`src/rtl/tm1638_pkg.sv`:
```
// Shared types and constants for the TM1638 display/key controller.
// Command words are {kind, data, command} and are pushed to an external SPI FIFO.
package tm1638_pkg;

  typedef enum logic [1:0] {
    ST_INIT_MODE,
    ST_INIT_CTRL,
    ST_IDLE,
    ST_KEY_WAIT
  } state_e;

  typedef enum logic [1:0] {
    KIND_CMD   = 2'b00,
    KIND_WRITE = 2'b01,
    KIND_READ  = 2'b10,
    KIND_RSVD  = 2'b11
  } kind_e;

  localparam int WORD_W  = 18;
  localparam int NUM_SEG = 16;

  localparam logic [7:0] CMD_MODE_FIXED = 8'h44;
  localparam logic [7:0] CMD_CTRL       = 8'h80;
  localparam logic [7:0] CMD_READ_KEYS  = 8'h42;
  localparam logic [7:0] CMD_ADDR       = 8'hC0;

  function automatic logic [WORD_W-1:0] pack_word(kind_e kind, logic [7:0] data,
                                                  logic [7:0] cmd);
    return {kind, data, cmd};
  endfunction

  function automatic logic [7:0] ctrl_cmd(logic disp_on, logic [2:0] bright);
    return CMD_CTRL | {4'b0000, disp_on, bright};
  endfunction

endpackage

```
`src/rtl/rr_pick16.sv`:
```
// Round-robin picker: lowest set bit of a 16-bit mask at or after ptr,
// wrapping from 15 back to 0.
module rr_pick16 (
  input  logic [15:0] i_mask,
  input  logic [3:0]  i_ptr,
  output logic [3:0]  o_idx,
  output logic        o_found
);

  logic [31:0] dbl;
  logic [15:0] rot;
  logic [3:0]  ofs;

  always_comb begin
    // Rotating right by ptr turns "first at or after ptr" into "first from bit 0".
    dbl = {i_mask, i_mask} >> i_ptr;
    rot = dbl[15:0];
    ofs = '0;
    for (int i = 15; i >= 0; i--) begin
      if (rot[i]) ofs = 4'(i);
    end
    o_idx   = i_ptr + ofs;
    o_found = |i_mask;
  end

endmodule

```
`src/rtl/tm1638_ctrl.sv`:
```
// TM1638 controller: keeps a 16-byte segment shadow, schedules init, control,
// key-scan and dirty-segment command words into an SPI FIFO, and samples keys.
module tm1638_ctrl
  import tm1638_pkg::*;
#(
  parameter int KEY_PERIOD = 250000,
  parameter int KEY_WAIT   = 400,
  parameter int READ_WIDTH = 32
) (
  input  logic                  i_Clk,
  input  logic                  i_Rst_n,
  input  logic                  i_Seg_Wr,
  input  logic [3:0]            i_Seg_Addr,
  input  logic [7:0]            i_Seg_Data,
  input  logic [2:0]            i_Bright,
  input  logic                  i_Disp_On,
  input  logic                  i_FIFO_Full,
  output logic                  o_Data_Valid,
  output logic [WORD_W-1:0]     o_Data,
  input  logic [READ_WIDTH-1:0] i_Key_Data,
  output logic [READ_WIDTH-1:0] o_Keys,
  output logic                  o_Keys_Valid,
  output logic                  o_Busy
);

  localparam int KP_W = (KEY_PERIOD > 1) ? $clog2(KEY_PERIOD) : 1;
  localparam int KW_W = (KEY_WAIT > 1) ? $clog2(KEY_WAIT) : 1;
  localparam logic [KP_W-1:0] KP_LAST = KP_W'(KEY_PERIOD - 1);
  localparam logic [KW_W-1:0] KW_LAST = KW_W'(KEY_WAIT - 1);

  state_e                  state_q, state_d;
  logic [7:0]              shadow_q [NUM_SEG];
  logic [7:0]              shadow_d [NUM_SEG];
  logic [NUM_SEG-1:0]      dirty_q, dirty_d;
  logic [3:0]              ptr_q, ptr_d;
  logic [KP_W-1:0]         key_cnt_q, key_cnt_d;
  logic                    due_q, due_d;
  logic [2:0]              rec_bright_q, rec_bright_d;
  logic                    rec_on_q, rec_on_d;
  logic [KW_W-1:0]         wait_cnt_q, wait_cnt_d;
  logic                    data_valid_q, data_valid_d;
  logic [WORD_W-1:0]       data_q, data_d;
  logic [READ_WIDTH-1:0]   keys_q, keys_d;
  logic                    keys_valid_q, keys_valid_d;

  logic [NUM_SEG-1:0]      seg_clear;
  logic                    can_push;
  logic                    ctrl_diff;
  logic                    key_wrap;
  logic                    scan_push;
  logic [WORD_W-1:0]       ctrl_word;
  logic [3:0]              pick_idx;
  logic                    pick_found;

  rr_pick16 u_pick (
    .i_mask  (dirty_q),
    .i_ptr   (ptr_q),
    .o_idx   (pick_idx),
    .o_found (pick_found)
  );

  always_comb begin
    // NOTE: every signal assigned here gets a default first so no path leaves
    // it unassigned; otherwise synthesis infers a latch.
    state_d      = state_q;
    shadow_d     = shadow_q;
    ptr_d        = ptr_q;
    rec_bright_d = rec_bright_q;
    rec_on_d     = rec_on_q;
    wait_cnt_d   = wait_cnt_q;
    data_valid_d = 1'b0;
    data_d       = data_q;
    keys_d       = keys_q;
    keys_valid_d = 1'b0;
    scan_push    = 1'b0;
    seg_clear    = '0;

    // The cooldown cycle after each push lets the FIFO full flag catch up.
    can_push  = !data_valid_q && !i_FIFO_Full;
    ctrl_diff = (i_Bright != rec_bright_q) || (i_Disp_On != rec_on_q);
    ctrl_word = pack_word(KIND_CMD, 8'h00, ctrl_cmd(i_Disp_On, i_Bright));
    key_wrap  = (key_cnt_q == KP_LAST);
    key_cnt_d = key_wrap ? '0 : key_cnt_q + KP_W'(1);

    case (state_q)
      ST_INIT_MODE: begin
        if (can_push) begin
          data_valid_d = 1'b1;
          data_d       = pack_word(KIND_CMD, 8'h00, CMD_MODE_FIXED);
          state_d      = ST_INIT_CTRL;
        end
      end
      ST_INIT_CTRL: begin
        if (can_push) begin
          data_valid_d = 1'b1;
          data_d       = ctrl_word;
          rec_bright_d = i_Bright;
          rec_on_d     = i_Disp_On;
          state_d      = ST_IDLE;
        end
      end
      ST_IDLE: begin
        if (can_push) begin
          if (ctrl_diff) begin
            data_valid_d = 1'b1;
            data_d       = ctrl_word;
            rec_bright_d = i_Bright;
            rec_on_d     = i_Disp_On;
          end else if (due_q) begin
            data_valid_d = 1'b1;
            data_d       = pack_word(KIND_READ, 8'h00, CMD_READ_KEYS);
            scan_push    = 1'b1;
            wait_cnt_d   = '0;
            state_d      = ST_KEY_WAIT;
          end else if (pick_found && !i_Seg_Wr) begin
            // Segment service waits out a write burst so back-to-back updates
            // to one digit coalesce into a single transfer.
            data_valid_d        = 1'b1;
            data_d              = pack_word(KIND_WRITE, shadow_q[pick_idx],
                                            CMD_ADDR | {4'b0000, pick_idx});
            seg_clear[pick_idx] = 1'b1;
            ptr_d               = pick_idx + 4'd1;
          end
        end
      end
      ST_KEY_WAIT: begin
        if (wait_cnt_q == KW_LAST) begin
          keys_d       = i_Key_Data;
          keys_valid_d = 1'b1;
          state_d      = ST_IDLE;
        end else begin
          wait_cnt_d = wait_cnt_q + KW_W'(1);
        end
      end
      default: state_d = ST_INIT_MODE;
    endcase

    // A wrap while already due stays a single pending scan.
    due_d = key_wrap ? 1'b1 : (scan_push ? 1'b0 : due_q);

    // Clear first, then apply the write, so a same-cycle write keeps dirty set.
    dirty_d = dirty_q & ~seg_clear;
    if (i_Seg_Wr) begin
      shadow_d[i_Seg_Addr] = i_Seg_Data;
      dirty_d[i_Seg_Addr]  = 1'b1;
    end
  end

  always_ff @(posedge i_Clk or negedge i_Rst_n) begin
    if (!i_Rst_n) begin
      state_q      <= ST_INIT_MODE;
      // NOTE: the shadow is reset because the all-dirty reset state blanks the
      // display from it; a RAM without reset would push garbage digits.
      shadow_q     <= '{default: '0};
      dirty_q      <= '1;
      ptr_q        <= '0;
      key_cnt_q    <= '0;
      due_q        <= 1'b0;
      rec_bright_q <= '0;
      rec_on_q     <= 1'b0;
      wait_cnt_q   <= '0;
      data_valid_q <= 1'b0;
      data_q       <= '0;
      keys_q       <= '0;
      keys_valid_q <= 1'b0;
    end else begin
      // NOTE: non-blocking assignments so every flop samples the pre-edge
      // values computed above, independent of statement order.
      state_q      <= state_d;
      shadow_q     <= shadow_d;
      dirty_q      <= dirty_d;
      ptr_q        <= ptr_d;
      key_cnt_q    <= key_cnt_d;
      due_q        <= due_d;
      rec_bright_q <= rec_bright_d;
      rec_on_q     <= rec_on_d;
      wait_cnt_q   <= wait_cnt_d;
      data_valid_q <= data_valid_d;
      data_q       <= data_d;
      keys_q       <= keys_d;
      keys_valid_q <= keys_valid_d;
    end
  end

  assign o_Data_Valid = data_valid_q;
  assign o_Data       = data_q;
  assign o_Keys       = keys_q;
  assign o_Keys_Valid = keys_valid_q;
  assign o_Busy       = (state_q != ST_IDLE) || (|dirty_q);

endmodule

```
`config.mk`:
```
export PLATFORM = sky130hd
export DESIGN_NAME = tm1638_ctrl
export DESIGN_NICKNAME = d
export VERILOG_FILES = /design/src/rtl/tm1638_pkg.sv /design/src/rtl/rr_pick16.sv /design/src/rtl/tm1638_ctrl.sv
export SDC_FILE = /design/constraint.sdc
export NUM_CORES = 1
export LEC_CHECK = 0
export CORE_MARGIN = 8
export CORE_UTILIZATION = 30
export DETAILED_ROUTE_END_ITERATION = 6
export PLACE_DENSITY = 0.46
export SYNTH_ARGS = -nofsm -noshare
export SYNTH_HDL_FRONTEND = slang
export SYNTH_SLANG_ARGS = --single-unit
```
`constraint.sdc`:
```
create_clock -name i_Clk -period 7.1 [get_ports i_Clk]
set_input_delay 1.775 -clock i_Clk [delete_from_list [all_inputs] [get_ports i_Clk]]
set_output_delay 1.775 -clock i_Clk [all_outputs]
set_load 0.005 [all_outputs]
```
==> results.md <==
- First-pass GRT wire length: 51800 um
- DRC violations left: 0
- Post-synth EDFFs: 0
- GRT Residual Overflow: 0
- # diodes: 0
- Post-synthesis cell area: approximately 0.012 sq mm
- Io pins: approximately 110
- Outcome: finished clean
- Via Count: between 8000 and 9000
- Hold_buf cts: 0
- CP Capture Type: register
- Clk slew on worst S/H paths: 0.06 ns
- HPWL Detailed: 21700 um
- Share of Yosys cell area claimed by the top area cell type: about 45%
- Overall global routing resource usage: 13.7%
- VDD IR-drop max: approximately 0.00018 V
- Routed Antenna Nets: 0
- First-pass DRT Iterations: 5
- Max Fclk: roughly 0.18 GHz
- Die Ht: about 220 um
- Core Box Area: slightly below 0.04 sq mm
- Leakage: 0.00596 uW
- CTS tree: done
- Setup Skew: 0.0228 ns
- Top post-synthesis cells by area: dfrtp_1 (45%), mux2_2 (13%), mux4_2 (8.8%), nand2_1 (4.9%), dfstp_2 (3.5%)
- Unrepaired setup endpoints after global routing: false
- Crit Path Max Fanout: 23
- Setup TNS: 0 ns
- Worst path required time: between 7 and 8 ns
- Worst-Margin Slew: 1.16 ns
- GP Congestion: around 0.83
- Minimum clock period: around 5.7 ns
- Cts bufs inserted: 28
- Post-CTS sizing: 0
- DRT Wirelength: between 30000 and 40000 um
- Layout cells sized above 1: between 20% and 30%
- Starting Density: 30.4%
- Clock Sinks: 232
- Endpoints failing setup: 0
- Max-cap viol count: 0
- Synth warn: 0
- Share of synthesized flip-flops with an asynchronous set or reset: 100%
- Startpoint Class: register
- Hold Violations, Final: 0
- Maximum clock insertion buffer count: 3
- Register bit total from synthesis: roughly 230
- Die W: 217 um
- Syn avg cell area: ~12 sq um
- Hold Path Class: register to register
- Clk_lat worst skew: between 0.5 and 0.6 ns
- Wire per inst: around 19 um
- Crit path DAT: around 6.2 ns
- Total die area: between 0.04 and 0.05 sq mm
- Final max-slew violation count: 0
- Critical path class: register to register
- Largest area contributor in the netlist: dfrtp_1
- Nets: 1183
- Cell Pwr Density: 242 mW/mm^2
- Final core occ: between 30 and 40%
- Initial antenna violation count: 0
- Synth Flop Type: dfrtp_1
- Vias/cell: around 5.1
- Post-CTS setup buffer count: 0
- Synth unique cells: 69
- Initial drt markers: 446
- Root Buffer: clkbuf_16
- Pin count of the biggest net entering global routing: between 100 and 150
- Sequential area share after synthesis: between 40% and 50%
- Tcrit/Tclk final: 80.2%
- PortBufs: 102
- P&R area growth vs syn: 20.5%
- Gate count of the mapped netlist: slightly above 1000
- Site Rows: 73
- Relative slew slack: approximately 22%
- CTS H-tree depth: 1
- Vias in the first global route: around 8800
## per-layer routing
metal	part of all wire, %	global-route usage (%)
met5	0	0
met4	2.2	3.63
met3	3.8	2.27
met2	46	21.7
met1	48	19.2
## layout make-up
type                            instances  area (sq um)
Sequential cell                       232          5830
Multi-Input combinational cell        720          5960
Inverter                               18          67.6
Fill cell                            3906         25200
Tap cell                              525           657
Clock buffer                           47           863
Clock inverter                          3          22.5
Timing Repair Buffer                  117          1150
## power breakdown
| part | switching (uW) | internal (uW) |
|---|---|---|
| clock network | 549 | 821 |
| logic | 224 | 318 |
| registers | 98.4 | 1510 |
| total | 871 | 2650 |
## layout by cell type, fill, tap and decap left out, drive strengths merged, types with 15 or more instances in the layout
cell type        n
nand4           20
inv             19
dfrtp          216
nand2          157
clkdlybuf4s50  101
mux2           158
nor2            47
mux4            49
a22oi           19
o21ai           39
a21o            17
clkbuf          47
buf             16
nand3           32
a21oi           15
dfstp           16
## per-stage QoR
stage | power, uW | instances | area, sq um | setup WS [ns] | hold slack [ns]
after floorplan | 1990 | 1027 | 12100 | 2.05 | 0.456
after global placement | 2170 | 1612 | 13700 | 1.49 | 0.448
after detailed placement | 2180 | 1612 | 13700 | 1.37 | 0.455
after CTS | 3580 | 1662 | 14500 | 1.35 | 0.467
after global routing | 3700 | 1662 | 14500 | 0.845 | 0.489
final | 3520 | 1662 | 14500 | 1.40 | 0.462
## sequential cells by signal, summed over array words and instances, names as in the netlist
signal and count:
rec_bright_q 3, key_cnt_q 18, rec_on_q 1, o_Data_Valid 1
ptr_q 4, wait_cnt_q 9, state_q 2, due_q 1
shadow_q 128, dirty_q 16, o_Keys 32, o_Data 16
o_Keys_Valid 1
## worst paths after layout
| kind | from | endpoint | slack (ns) | cells after the start |
|---|---|---|---|---|
| max | ptr_q[1]$_DFFE_PN0P_ | o_Data[9]$_DFFE_PN0P_ | 1.40 | 15 |
| min | o_Keys[29]$_DFFE_PN0P_ | o_Keys[29]$_DFFE_PN0P_ | 0.46 | 2 |
| max reg2reg | ptr_q[1]$_DFFE_PN0P_ | o_Data[9]$_DFFE_PN0P_ | 1.40 | 15 |
| min reg2reg | o_Keys[29]$_DFFE_PN0P_ | o_Keys[29]$_DFFE_PN0P_ | 0.46 | 2 |
| max in group asynchronous | i_Rst_n | shadow_q[117]$_DFFE_PN0P_ | 4.64 | 2 |
| min in group asynchronous | i_Rst_n | o_Keys[27]$_DFFE_PN0P_ | 1.31 | 1 |
## critical path: stages (launching register included)
cell and delay (ns):
dfrtp_1 1.04, mux4_2 0.65, mux2i_2 0.27, nand2b_1 0.09
a32o_1 0.26, a41oi_1 0.21, nor3_1 0.09, nor4_1 0.29
ha_2 0.26, fa_2 0.20, xor2_1 0.53, and3_1 0.30
or4b_1 0.47, a21oi_1 0.58, o21ai_0 0.24, nand4_1 0.13
## Yosys cell counts (3+ instances only)
cell type and count:
ha_1 13, and2_1 3, a211oi_1 5, mux2i_1 11
nor3_1 12, nand3b_1 3, nand3_1 32, mux2_4 6
buf_2 3, buf_6 6, inv_1 16, nor2_1 47
a22oi_1 18, nand4_1 20, nand2_1 157, nand2b_1 10
clkbuf_1 43, dfstp_2 16, and4_1 3, a21o_1 17
a21oi_1 15, a221oi_1 3, o21ai_0 33, xor2_1 11
or3_1 6, nor4_1 9, and3_1 6, a22o_1 7
dfrtp_1 216, o31ai_1 4, mux4_2 47, nor2b_1 7
nor4b_1 4, or4_1 5, mux2_1 17, buf_1 3
o21ai_1 6, mux2_2 135, xnor2_1 13
## cells by family after synthesis
family	share of synthesized area (%)
mux	25.3
xor+xnor	1.93
simple gates	12.9
other cells	0.0311
fa+ha+maj	1.51
compound gates	7.34
buf+inv	2.80
flops	48.3
Note: power is estimated with default switching activity, not from simulation.
